[src/rtl/mmul_seq_ctrl_if.sv]
// Command and array-control bundle between the front-end, the sequencer and the PE-grid feed/drain logic.
// master drives commands and observes strobes; slave is the sequencer.
interface mmul_seq_ctrl_if #(
  parameter int ADDR_WIDTH = 64
);
  logic                  cmd_valid;
  logic                  cmd_ready;
  logic                  cmd_op;
  logic [ADDR_WIDTH-1:0] cmd_a_addr;
  logic [ADDR_WIDTH-1:0] cmd_b_addr;
  logic [ADDR_WIDTH-1:0] cmd_c_addr;
  logic                  feed_valid;
  logic                  feed_last;
  logic [ADDR_WIDTH-1:0] feed_a_addr;
  logic [ADDR_WIDTH-1:0] feed_b_addr;
  logic                  acc_clear;
  logic                  drain_en;
  logic [ADDR_WIDTH-1:0] drain_addr;
  logic                  busy;
  logic                  done;

  modport master (
    output cmd_valid, cmd_op, cmd_a_addr, cmd_b_addr, cmd_c_addr,
    input  cmd_ready, feed_valid, feed_last, feed_a_addr, feed_b_addr,
    input  acc_clear, drain_en, drain_addr, busy, done
  );

  modport slave (
    input  cmd_valid, cmd_op, cmd_a_addr, cmd_b_addr, cmd_c_addr,
    output cmd_ready, feed_valid, feed_last, feed_a_addr, feed_b_addr,
    output acc_clear, drain_en, drain_addr, busy, done
  );
endinterface

[src/rtl/mmul_seq_ctrl.sv]
// Systolic-array sequencer: one command at a time through FEED, SETTLE, optional DRAIN and DONE.
// Strobes appear 1 cycle after the handshake; cmd_ready is held low for the whole command.
module mmul_seq_ctrl #(
  parameter int SYS_ARRAY_SIZE = 2,
  parameter int ADDR_WIDTH     = 64
) (
  input logic            clk,
  input logic            rst_n,
  mmul_seq_ctrl_if.slave bus
);
  localparam int T_C = SYS_ARRAY_SIZE;
  localparam int T_D = 2 * SYS_ARRAY_SIZE;
  localparam int CW  = $clog2(T_D) + 1;
  localparam logic [ADDR_WIDTH-1:0] STEP = ADDR_WIDTH'(SYS_ARRAY_SIZE);

  typedef enum logic [2:0] {
    S_IDLE,
    S_FEED,
    S_SETTLE,
    S_DRAIN,
    S_DONE
  } state_t;

  state_t                state, state_n;
  logic [CW-1:0]         cnt, cnt_n;
  logic                  op_q;
  logic [ADDR_WIDTH-1:0] c_base;
  logic                  pending_acc, pending_acc_n;
  logic                  hs;

  logic                  feed_valid_q, feed_valid_n;
  logic                  feed_last_q, feed_last_n;
  logic                  acc_clear_q, acc_clear_n;
  logic                  drain_en_q, drain_en_n;
  logic                  done_q, done_n;
  logic [ADDR_WIDTH-1:0] feed_a_q, feed_a_n;
  logic [ADDR_WIDTH-1:0] feed_b_q, feed_b_n;
  logic [ADDR_WIDTH-1:0] drain_addr_q, drain_addr_n;

  assign hs = bus.cmd_valid && (state == S_IDLE);

  always_ff @(posedge clk or negedge rst_n) begin
    if (!rst_n) begin
      state <= S_IDLE;
      cnt   <= '0;
    end else begin
      state <= state_n;
      cnt   <= cnt_n;
    end
  end

  // Next-state logic also computes next-cycle outputs so every strobe leaves a flop.
  always_comb begin
    state_n       = state;
    cnt_n         = cnt + CW'(1);
    pending_acc_n = pending_acc;
    case (state)
      S_IDLE: begin
        cnt_n = '0;
        if (hs) state_n = S_FEED;
      end
      S_FEED:   if (cnt == CW'(T_C - 1)) state_n = S_SETTLE;
      S_SETTLE: if (cnt == CW'(T_D - 1)) state_n = op_q ? S_DONE : S_DRAIN;
      S_DRAIN:  if (cnt == CW'(T_C - 1)) state_n = S_DONE;
      S_DONE: begin
        state_n       = S_IDLE;
        pending_acc_n = op_q;
      end
      default:  state_n = S_IDLE;
    endcase
    if (state_n != state) cnt_n = '0;

    feed_valid_n = (state_n == S_FEED);
    feed_last_n  = (state_n == S_FEED) && (cnt_n == CW'(T_C - 1));
    acc_clear_n  = (state_n == S_FEED) && (cnt_n == '0) && !pending_acc;
    drain_en_n   = (state_n == S_DRAIN);
    done_n       = (state_n == S_DONE);

    feed_a_n = '0;
    feed_b_n = '0;
    if (hs) begin
      feed_a_n = bus.cmd_a_addr;
      feed_b_n = bus.cmd_b_addr;
    end else if (state == S_FEED && state_n == S_FEED) begin
      feed_a_n = feed_a_q + STEP;
      feed_b_n = feed_b_q + STEP;
    end

    drain_addr_n = '0;
    if (state == S_SETTLE && state_n == S_DRAIN) drain_addr_n = c_base;
    else if (state == S_DRAIN && state_n == S_DRAIN) drain_addr_n = drain_addr_q + STEP;
  end

  always_ff @(posedge clk or negedge rst_n) begin
    if (!rst_n) begin
      op_q         <= 1'b0;
      c_base       <= '0;
      pending_acc  <= 1'b0;
      feed_valid_q <= 1'b0;
      feed_last_q  <= 1'b0;
      acc_clear_q  <= 1'b0;
      drain_en_q   <= 1'b0;
      done_q       <= 1'b0;
      feed_a_q     <= '0;
      feed_b_q     <= '0;
      drain_addr_q <= '0;
    end else begin
      if (hs) begin
        op_q   <= bus.cmd_op;
        c_base <= bus.cmd_c_addr;
      end
      pending_acc  <= pending_acc_n;
      feed_valid_q <= feed_valid_n;
      feed_last_q  <= feed_last_n;
      acc_clear_q  <= acc_clear_n;
      drain_en_q   <= drain_en_n;
      done_q       <= done_n;
      feed_a_q     <= feed_a_n;
      feed_b_q     <= feed_b_n;
      drain_addr_q <= drain_addr_n;
    end
  end

  assign bus.cmd_ready   = (state == S_IDLE);
  assign bus.busy        = (state != S_IDLE);
  assign bus.feed_valid  = feed_valid_q;
  assign bus.feed_last   = feed_last_q;
  assign bus.feed_a_addr = feed_a_q;
  assign bus.feed_b_addr = feed_b_q;
  assign bus.acc_clear   = acc_clear_q;
  assign bus.drain_en    = drain_en_q;
  assign bus.drain_addr  = drain_addr_q;
  assign bus.done        = done_q;
endmodule

[src/flat_wrapper.sv]
// flat-port wrapper written by rule: the top's interface ports become plain ports
module mmul_seq_ctrl_flat 
#(
  parameter int SYS_ARRAY_SIZE = 2,
  parameter int ADDR_WIDTH     = 64
)
  (clk, rst_n, bus_cmd_valid, bus_cmd_op, bus_cmd_a_addr, bus_cmd_b_addr, bus_cmd_c_addr, bus_cmd_ready, bus_feed_valid, bus_feed_last, bus_feed_a_addr, bus_feed_b_addr, bus_acc_clear, bus_drain_en, bus_drain_addr, bus_busy, bus_done);
  mmul_seq_ctrl_if #(.ADDR_WIDTH(ADDR_WIDTH)) bus_i ();
  input logic clk;
  input logic rst_n;
  input wire logic [$bits(bus_i.cmd_valid)-1:0] bus_cmd_valid;
  input wire logic [$bits(bus_i.cmd_op)-1:0] bus_cmd_op;
  input wire logic [$bits(bus_i.cmd_a_addr)-1:0] bus_cmd_a_addr;
  input wire logic [$bits(bus_i.cmd_b_addr)-1:0] bus_cmd_b_addr;
  input wire logic [$bits(bus_i.cmd_c_addr)-1:0] bus_cmd_c_addr;
  output wire logic [$bits(bus_i.cmd_ready)-1:0] bus_cmd_ready;
  output wire logic [$bits(bus_i.feed_valid)-1:0] bus_feed_valid;
  output wire logic [$bits(bus_i.feed_last)-1:0] bus_feed_last;
  output wire logic [$bits(bus_i.feed_a_addr)-1:0] bus_feed_a_addr;
  output wire logic [$bits(bus_i.feed_b_addr)-1:0] bus_feed_b_addr;
  output wire logic [$bits(bus_i.acc_clear)-1:0] bus_acc_clear;
  output wire logic [$bits(bus_i.drain_en)-1:0] bus_drain_en;
  output wire logic [$bits(bus_i.drain_addr)-1:0] bus_drain_addr;
  output wire logic [$bits(bus_i.busy)-1:0] bus_busy;
  output wire logic [$bits(bus_i.done)-1:0] bus_done;
  assign bus_i.cmd_valid = bus_cmd_valid;
  assign bus_i.cmd_op = bus_cmd_op;
  assign bus_i.cmd_a_addr = bus_cmd_a_addr;
  assign bus_i.cmd_b_addr = bus_cmd_b_addr;
  assign bus_i.cmd_c_addr = bus_cmd_c_addr;
  assign bus_cmd_ready = bus_i.cmd_ready;
  assign bus_feed_valid = bus_i.feed_valid;
  assign bus_feed_last = bus_i.feed_last;
  assign bus_feed_a_addr = bus_i.feed_a_addr;
  assign bus_feed_b_addr = bus_i.feed_b_addr;
  assign bus_acc_clear = bus_i.acc_clear;
  assign bus_drain_en = bus_i.drain_en;
  assign bus_drain_addr = bus_i.drain_addr;
  assign bus_busy = bus_i.busy;
  assign bus_done = bus_i.done;
  mmul_seq_ctrl #(.SYS_ARRAY_SIZE(SYS_ARRAY_SIZE), .ADDR_WIDTH(ADDR_WIDTH)) u_core (.clk(clk), .rst_n(rst_n), .bus(bus_i));
endmodule
[config.mk]
export PLATFORM = sky130hd
export DESIGN_NAME = mmul_seq_ctrl_flat
export DESIGN_NICKNAME = d
export VERILOG_FILES = /design/src/rtl/mmul_seq_ctrl_if.sv /design/src/rtl/mmul_seq_ctrl.sv /design/src/flat_wrapper.sv
export SDC_FILE = /design/constraint.sdc
export NUM_CORES = 1
export LEC_CHECK = 0
export ABC_AREA = 1
export CAP_MARGIN = 20
export CORE_ASPECT_RATIO = 0.5
export CORE_MARGIN = 8
export CORE_UTILIZATION = 40
export DETAILED_ROUTE_END_ITERATION = 6
export DONT_BUFFER_PORTS = 1
export SETUP_SLACK_MARGIN = 0.5
export SLEW_MARGIN = 15
export SYNTH_ARGS = -nofsm -noshare
export SYNTH_HDL_FRONTEND = slang
export SYNTH_SLANG_ARGS = --single-unit
[constraint.sdc]
create_clock -name clk -period 4.73 [get_ports clk]
set_input_delay 0.473 -clock clk [delete_from_list [all_inputs] [get_ports clk]]
set_output_delay 0.473 -clock clk [all_outputs]
set_load 0.02 [all_outputs]
==> impl_metrics.toml, run 1 <==
[logic_synthesis]
synth_commonest_cells = "nand2_1, nor2_1, dfrtp_1"
ys_seq_elements = 269
netlist_area_mm2 = 0.0164
synth_area_leaders = "dfrtp_1, nand2_1, nor2_1, nand3_1, inv_1"
async_reset_ff_frac = 1.00
synth_cells = 2460
synth_nets = 2662
yosysSeqAreaShare = 0.410
synth-edff-count = 0
yosys_warnings = 0
syn_area_per_cell_um2 = 6.67
synth_most_common_cell = "nand2_1"
synth_ff_type = "dfrtp_1"
synth_top_cell_area_share = 0.410
synth_top_area_cell = "dfrtp_1"
yosysUniqueCellTypes = 36

[cts]
cts_resized = 0
clkTransAtPathRegs_ps = 70
root_buffer = "clkbuf_16"
clock_sinks = 269
cts_made_buffers = 27
clk_latency_ps = 580
ctsLongestPathBuffers = 3
htree_num_levels = 1
cts_tree = "yes"

[run_status]
violations = "hold timing"
status = "finished, violations left"

[placement]
place_congestion = 0.951
dpl_worst_slack_ps = 2230
dp_hpwl_um = 48700
io_buffers = 0

[detailed_routing]
via_per_inst = 5.26
antenna_left = 0
via_count = 16500
drc_errors = 0
first_pass_iters = 5
detail_route.wl_per_cell_um = 19.9
routed_wirelength_um = 62400
drt_iter0_markers = 1347

[hold_path]
min-delay-path-class = "in -> async"

[worst_setup_path]
crit_required_ps = 5240
path_class = "reg -> reg"
r2r-end = "u_core.bus.feed_a_addr[42]$_DFF_PN0_"
startpoint_type = "register"
reg2regPathDepth = 7
cp.arrival_ps = 3020
reg2reg_from = "u_core.state[0]$_DFF_PN0_"
reg2reg_slack_ps = 2210
crit_fanout = 72
critPathCaptureType = "register"

[global_routing]
grt_first_pass_wirelength_um = 96000
first_global_vias = 15900
antenna_found_initial = 9
grt_usage = 0.253
grt_overflow_total = 0
grt_max_degree = 270

[layout]
syn2layout_area_growth_pct = 16.5
layout-drive-gt1-share = 0.0596
final_util = 0.473
final_nets = 2764

[sta]
hold_slack_ps = -403
min_period_ps = 2520
fmax_ghz = 0.398
max-slew-margin-rel = 0.362
fin_crit_sh = 0.532
rsz0062_at_grt = "no"
skew_ps = 16.1
finalSetupViolCount = 0
tightest_slew_ps = 955
setup_ws_ps = 2210
tns_ps = 0
drv_slew = 0
hold_violations = 269

[power]
p_total_mw = 8.05
ir_drop_mv = 0.370
power_leakage_nw = 8.22
power_density_mw_per_mm2 = 422

[die]
die_w_um = 302
fp.dieH_um = 159
start_util = 0.406
row_count = 52
die_area_mm2 = 0.0481
fp.coreArea_mm2 = 0.0404
io_pins = 395

[run]
maxCapViolCount = 0
cells in the final DEF, fill, tap and decap left out, types with 21 or more instances in the layout:
cell type / count
clkbuf_16: 27
dfrtp_1: 269
dlygate4sd3_1: 119
inv_1: 245
nand2_1: 898
nand3_1: 243
nand4_1: 50
nor2_1: 348
o21ai_0: 69
o21ai_1: 46
o21bai_1: 34
or2_2: 31
xnor2_1: 21
final cells by class:
cell class	count	area, µm²
Fill cell	4161	21300
Multi-Input combinational cell	1876	8450
Sequential cell	269	6730
Timing Repair Buffer	126	1270
Inverter	262	988
Clock buffer	28	689
Tap cell	540	676
Clock inverter	22	278
Antenna cell	10	25.0
timing repair:
action / CTS / global route
buffers inserted: 0 / 0
hold buffers: 118 / 1
endpoints found under the hold margin: 387 / 270
worst max-delay path, stage by stage (launching register included):
cell	delay, ps
dfrtp_1	450
nor2_1	230
nand3_1	100
buf_4	240
inv_6	430
buf_4	670
nand2_1	150
nand2_1	130
registers in the layout (all words and copies together), names as in the netlist:
| name | flops |
|---|---|
| u_core.bus.done | 1 |
| u_core.c_base | 64 |
| u_core.bus.feed_last | 1 |
| u_core.bus.feed_a_addr | 64 |
| u_core.bus.drain_addr | 64 |
| u_core.bus.drain_en | 1 |
| u_core.state | 3 |
| u_core.cnt | 3 |
| u_core.pending_acc | 1 |
| u_core.bus.feed_valid | 1 |
| u_core.bus.acc_clear | 1 |
| u_core.bus.feed_b_addr | 64 |
| u_core.op_q | 1 |
metal layers:
layer	up-vias	wire length [µm]	share of wire	track usage
li1	8022	-	-	-
met1	7812	25700	0.41	0.320
met2	538	30800	0.49	0.439
met3	106	3990	0.064	0.0434
met4	0	1930	0.031	0.0730
met5	-	0	0	0
cells by family (layout without fill, tap and decap cells):
family,count (synthesis),count (layout),share of synthesized area
buf+inv,315,438,0.0747
xor+xnor,36,36,0.0192
flops,269,269,0.410
fa+ha+maj,6,6,0.00458
other cells,0,10,0
compound gates,180,180,0.0642
simple gates,1654,1654,0.427
stage by stage:
stage / instance area [µm²] / std cells
6_report: 19100 / 3133
5_1_grt: 19100 / 3133
3_5_place_dp: 16900 / 2954
4_1_cts: 19100 / 3122
3_3_place_gp: 16900 / 2954
2_1_floorplan: 16400 / 2460
worst max-delay path by stage:
stage	startpoint	endpoint	slack [ps]
6_report	u_core.state[0]$_DFF_PN0_	u_core.bus.feed_a_addr[42]$_DFF_PN0_	2210
5_1_grt	u_core.state[0]$_DFF_PN0_	u_core.bus.feed_a_addr[10]$_DFF_PN0_	1970
4_1_cts	u_core.state[0]$_DFF_PN0_	u_core.c_base[49]$_DFFE_PN0P_	2200
3_5_place_dp	u_core.state[0]$_DFF_PN0_	u_core.bus.feed_a_addr[10]$_DFF_PN0_	2230
3_3_place_gp	u_core.state[0]$_DFF_PN0_	u_core.bus.feed_a_addr[2]$_DFF_PN0_	2270
2_1_floorplan	u_core.bus.feed_a_addr[1]$_DFF_PN0_	u_core.bus.feed_a_addr[41]$_DFF_PN0_	2950
power by group:
part	internal [mW]	switching [mW]	total (mW)	leakage, nW
combinational	0.571	1.07	1.64	4.19
sequential	2.88	1.13	4.01	3.56
clock	1.35	1.05	2.41	0.466
Note: power is estimated with default switching activity, not from simulation.
==> run 2, diff against run 1 <==
- clock period: 4.73 -> 2 ns (I/O delays scaled with it)
==> impl_metrics.toml, run 2 (same netlist as run 1, synthesis figures left out) <==
[detailed_routing]
detail_route.wl_per_cell_um = 24.1
drt_iter0_markers = 2163
routed_wirelength_um = 89400
drc_errors = 0
via_per_inst = 5.68
via_count = 21100
antenna_left = 0
first_pass_iters = 6

[worst_setup_path]
r2r-end = "u_core.bus.feed_a_addr[41]$_DFF_PN0_"
crit_chain = "ha_4 -> nand2_4 -> nor2_4 -> nand2_4 -> nor2_4 -> nand3b_1 -> nor2_1 -> nand2_1 -> nand3_2 -> nand2_1"
crit_fanout = 4
crit_path_end = "u_core.bus.feed_a_addr[41]$_DFF_PN0_"
cp.arrival_ps = 2410
startpoint_type = "register"
cpPeakStageDelay_ps = 520
critPathSlowestCell = "dfrtp_2"
reg2regPathDepth = 10
critPathCaptureType = "register"
cp-startpoint = "u_core.bus.feed_a_addr[2]$_DFF_PN0_"
path_class = "reg -> reg"
reg2reg_from = "u_core.bus.feed_a_addr[2]$_DFF_PN0_"
crit_required_ps = 2460
reg2reg_slack_ps = 50

[global_routing]
grt_usage = 0.320
gr-usage-met1 = 0.390
grt_max_degree = 270
met3_usage = 0.0566
use_met2 = 0.547
antenna_found_initial = 5
first_global_vias = 19800
top_usage_layer = "met2"
grt_overflow_total = 0
grt_first_pass_wirelength_um = 120000

[sta]
drv_slew = 0
skew_ps = 31.5
tightest_slew_ps = 861
tns_ps = 0
rsz0062_at_grt = "yes"
hold_slack_ps = -668
finalSetupViolCount = 0
min_period_ps = 1950
fin_crit_sh = 0.973
max-slew-margin-rel = 0.426
hold_violations = 269
fmax_ghz = 0.514

[die]
row_count = 52
io_pins = 395
die_w_um = 302
start_util = 0.406
fp.dieH_um = 159
die_area_mm2 = 0.0481
fp.coreArea_mm2 = 0.0404

[layout]
mostFrequentLayoutCell = "nand2_1"
syn2layout_area_growth_pct = 75.5
final_cells = 3714
final_nets = 3350
layout-drive-gt1-share = 0.419
mostFrequentLayoutCells = "nand2_1, buf_4, inv_1"
final_util = 0.712
fill_cells = 2998

[run_status]
status = "finished, violations left"
violations = "hold timing"

[hold_path]
min-delay-path-class = "in -> async"

[cts]
clkTransAtPathRegs_ps = 80
cts_made_buffers = 27
root_buffer = "clkbuf_16"
cts_tree = "yes"
cts_hold_buffers = 193
clk_latency_ps = 590
ctsLongestPathBuffers = 3
clock_sinks = 269
htree_num_levels = 1

[placement]
io_buffers = 0
dp_hpwl_um = 53200
place_congestion = 0.979
placed_cells = 3184

[run]
maxCapViolCount = 0

[power]
ir_drop_mv = 0.756
power_leakage_nw = 12.8
p_total_mw = 26.4
power_density_mw_per_mm2 = 917
## run 2: cell type report
cell class | count | area (µm²) | share of cell area
Inverter | 262 | 1090 | 0.0380
Clock inverter | 11 | 92.6 | 0.00322
Clock buffer | 39 | 791 | 0.0275
Sequential cell | 269 | 6830 | 0.237
Timing Repair Buffer | 708 | 7710 | 0.268
Antenna cell | 5 | 12.5 | 0.000435
Timing Repair inverter | 4 | 53.8 | 0.00187
Tap cell | 540 | 676 | 0.0235
Multi-Input combinational cell | 1876 | 11500 | 0.400
## run 2: how the worst min path moves through the flow
stage                                           endpoint  cells past startpoint
floorplan                 u_core.bus.acc_clear$_DFF_PN0_                      0
global placement    u_core.bus.feed_b_addr[51]$_DFF_PN0_                      0
detailed placement  u_core.bus.feed_b_addr[51]$_DFF_PN0_                      0
CTS                 u_core.bus.feed_b_addr[61]$_DFF_PN0_                      0
global route        u_core.bus.feed_a_addr[11]$_DFF_PN0_                      0
finish              u_core.bus.feed_a_addr[11]$_DFF_PN0_                      0
## run 2: critical path: cells and delay by family (launching register included)
family / cells / cell delay, ps
fa+ha+maj: 1 / 200
simple gates: 9 / 1080
flops: 1 / 520
## run 2: layer usage
metal | wire, µm | part of all wire | vias up
li1 | - | - | 9229
met1 | 32800 | 0.37 | 10100
met2 | 42500 | 0.48 | 1259
met3 | 7790 | 0.087 | 452
met4 | 6250 | 0.070 | 0
met5 | 0 | 0 | -
## run 2: timing repair
item | in CTS | in global routing
gates resized for setup | 593 | 529
pin swaps | 206 | 185
endpoints found under the hold margin | 462 | 269
gates cloned | 35 | 23
setup endpoints to repair | 270 | 277
setup buffers | 142 | 82
## run 2: where the power goes
group          switching, mW  leakage [nW]  internal (mW)  total (mW)
Sequential              1.79          3.44           6.91        8.69
Combinational           6.75          8.94           5.53        12.3
Clock                   2.53         0.436           2.89        5.42
## run 2: through the flow
step / setup slack [ps] / instance area [µm²]
floorplan: 424 / 16600
global placement: 61.0 / 18900
detailed placement: 47.1 / 18900
CTS: 233 / 25700
global route: -13.6 / 28800
finish: 53.2 / 28800
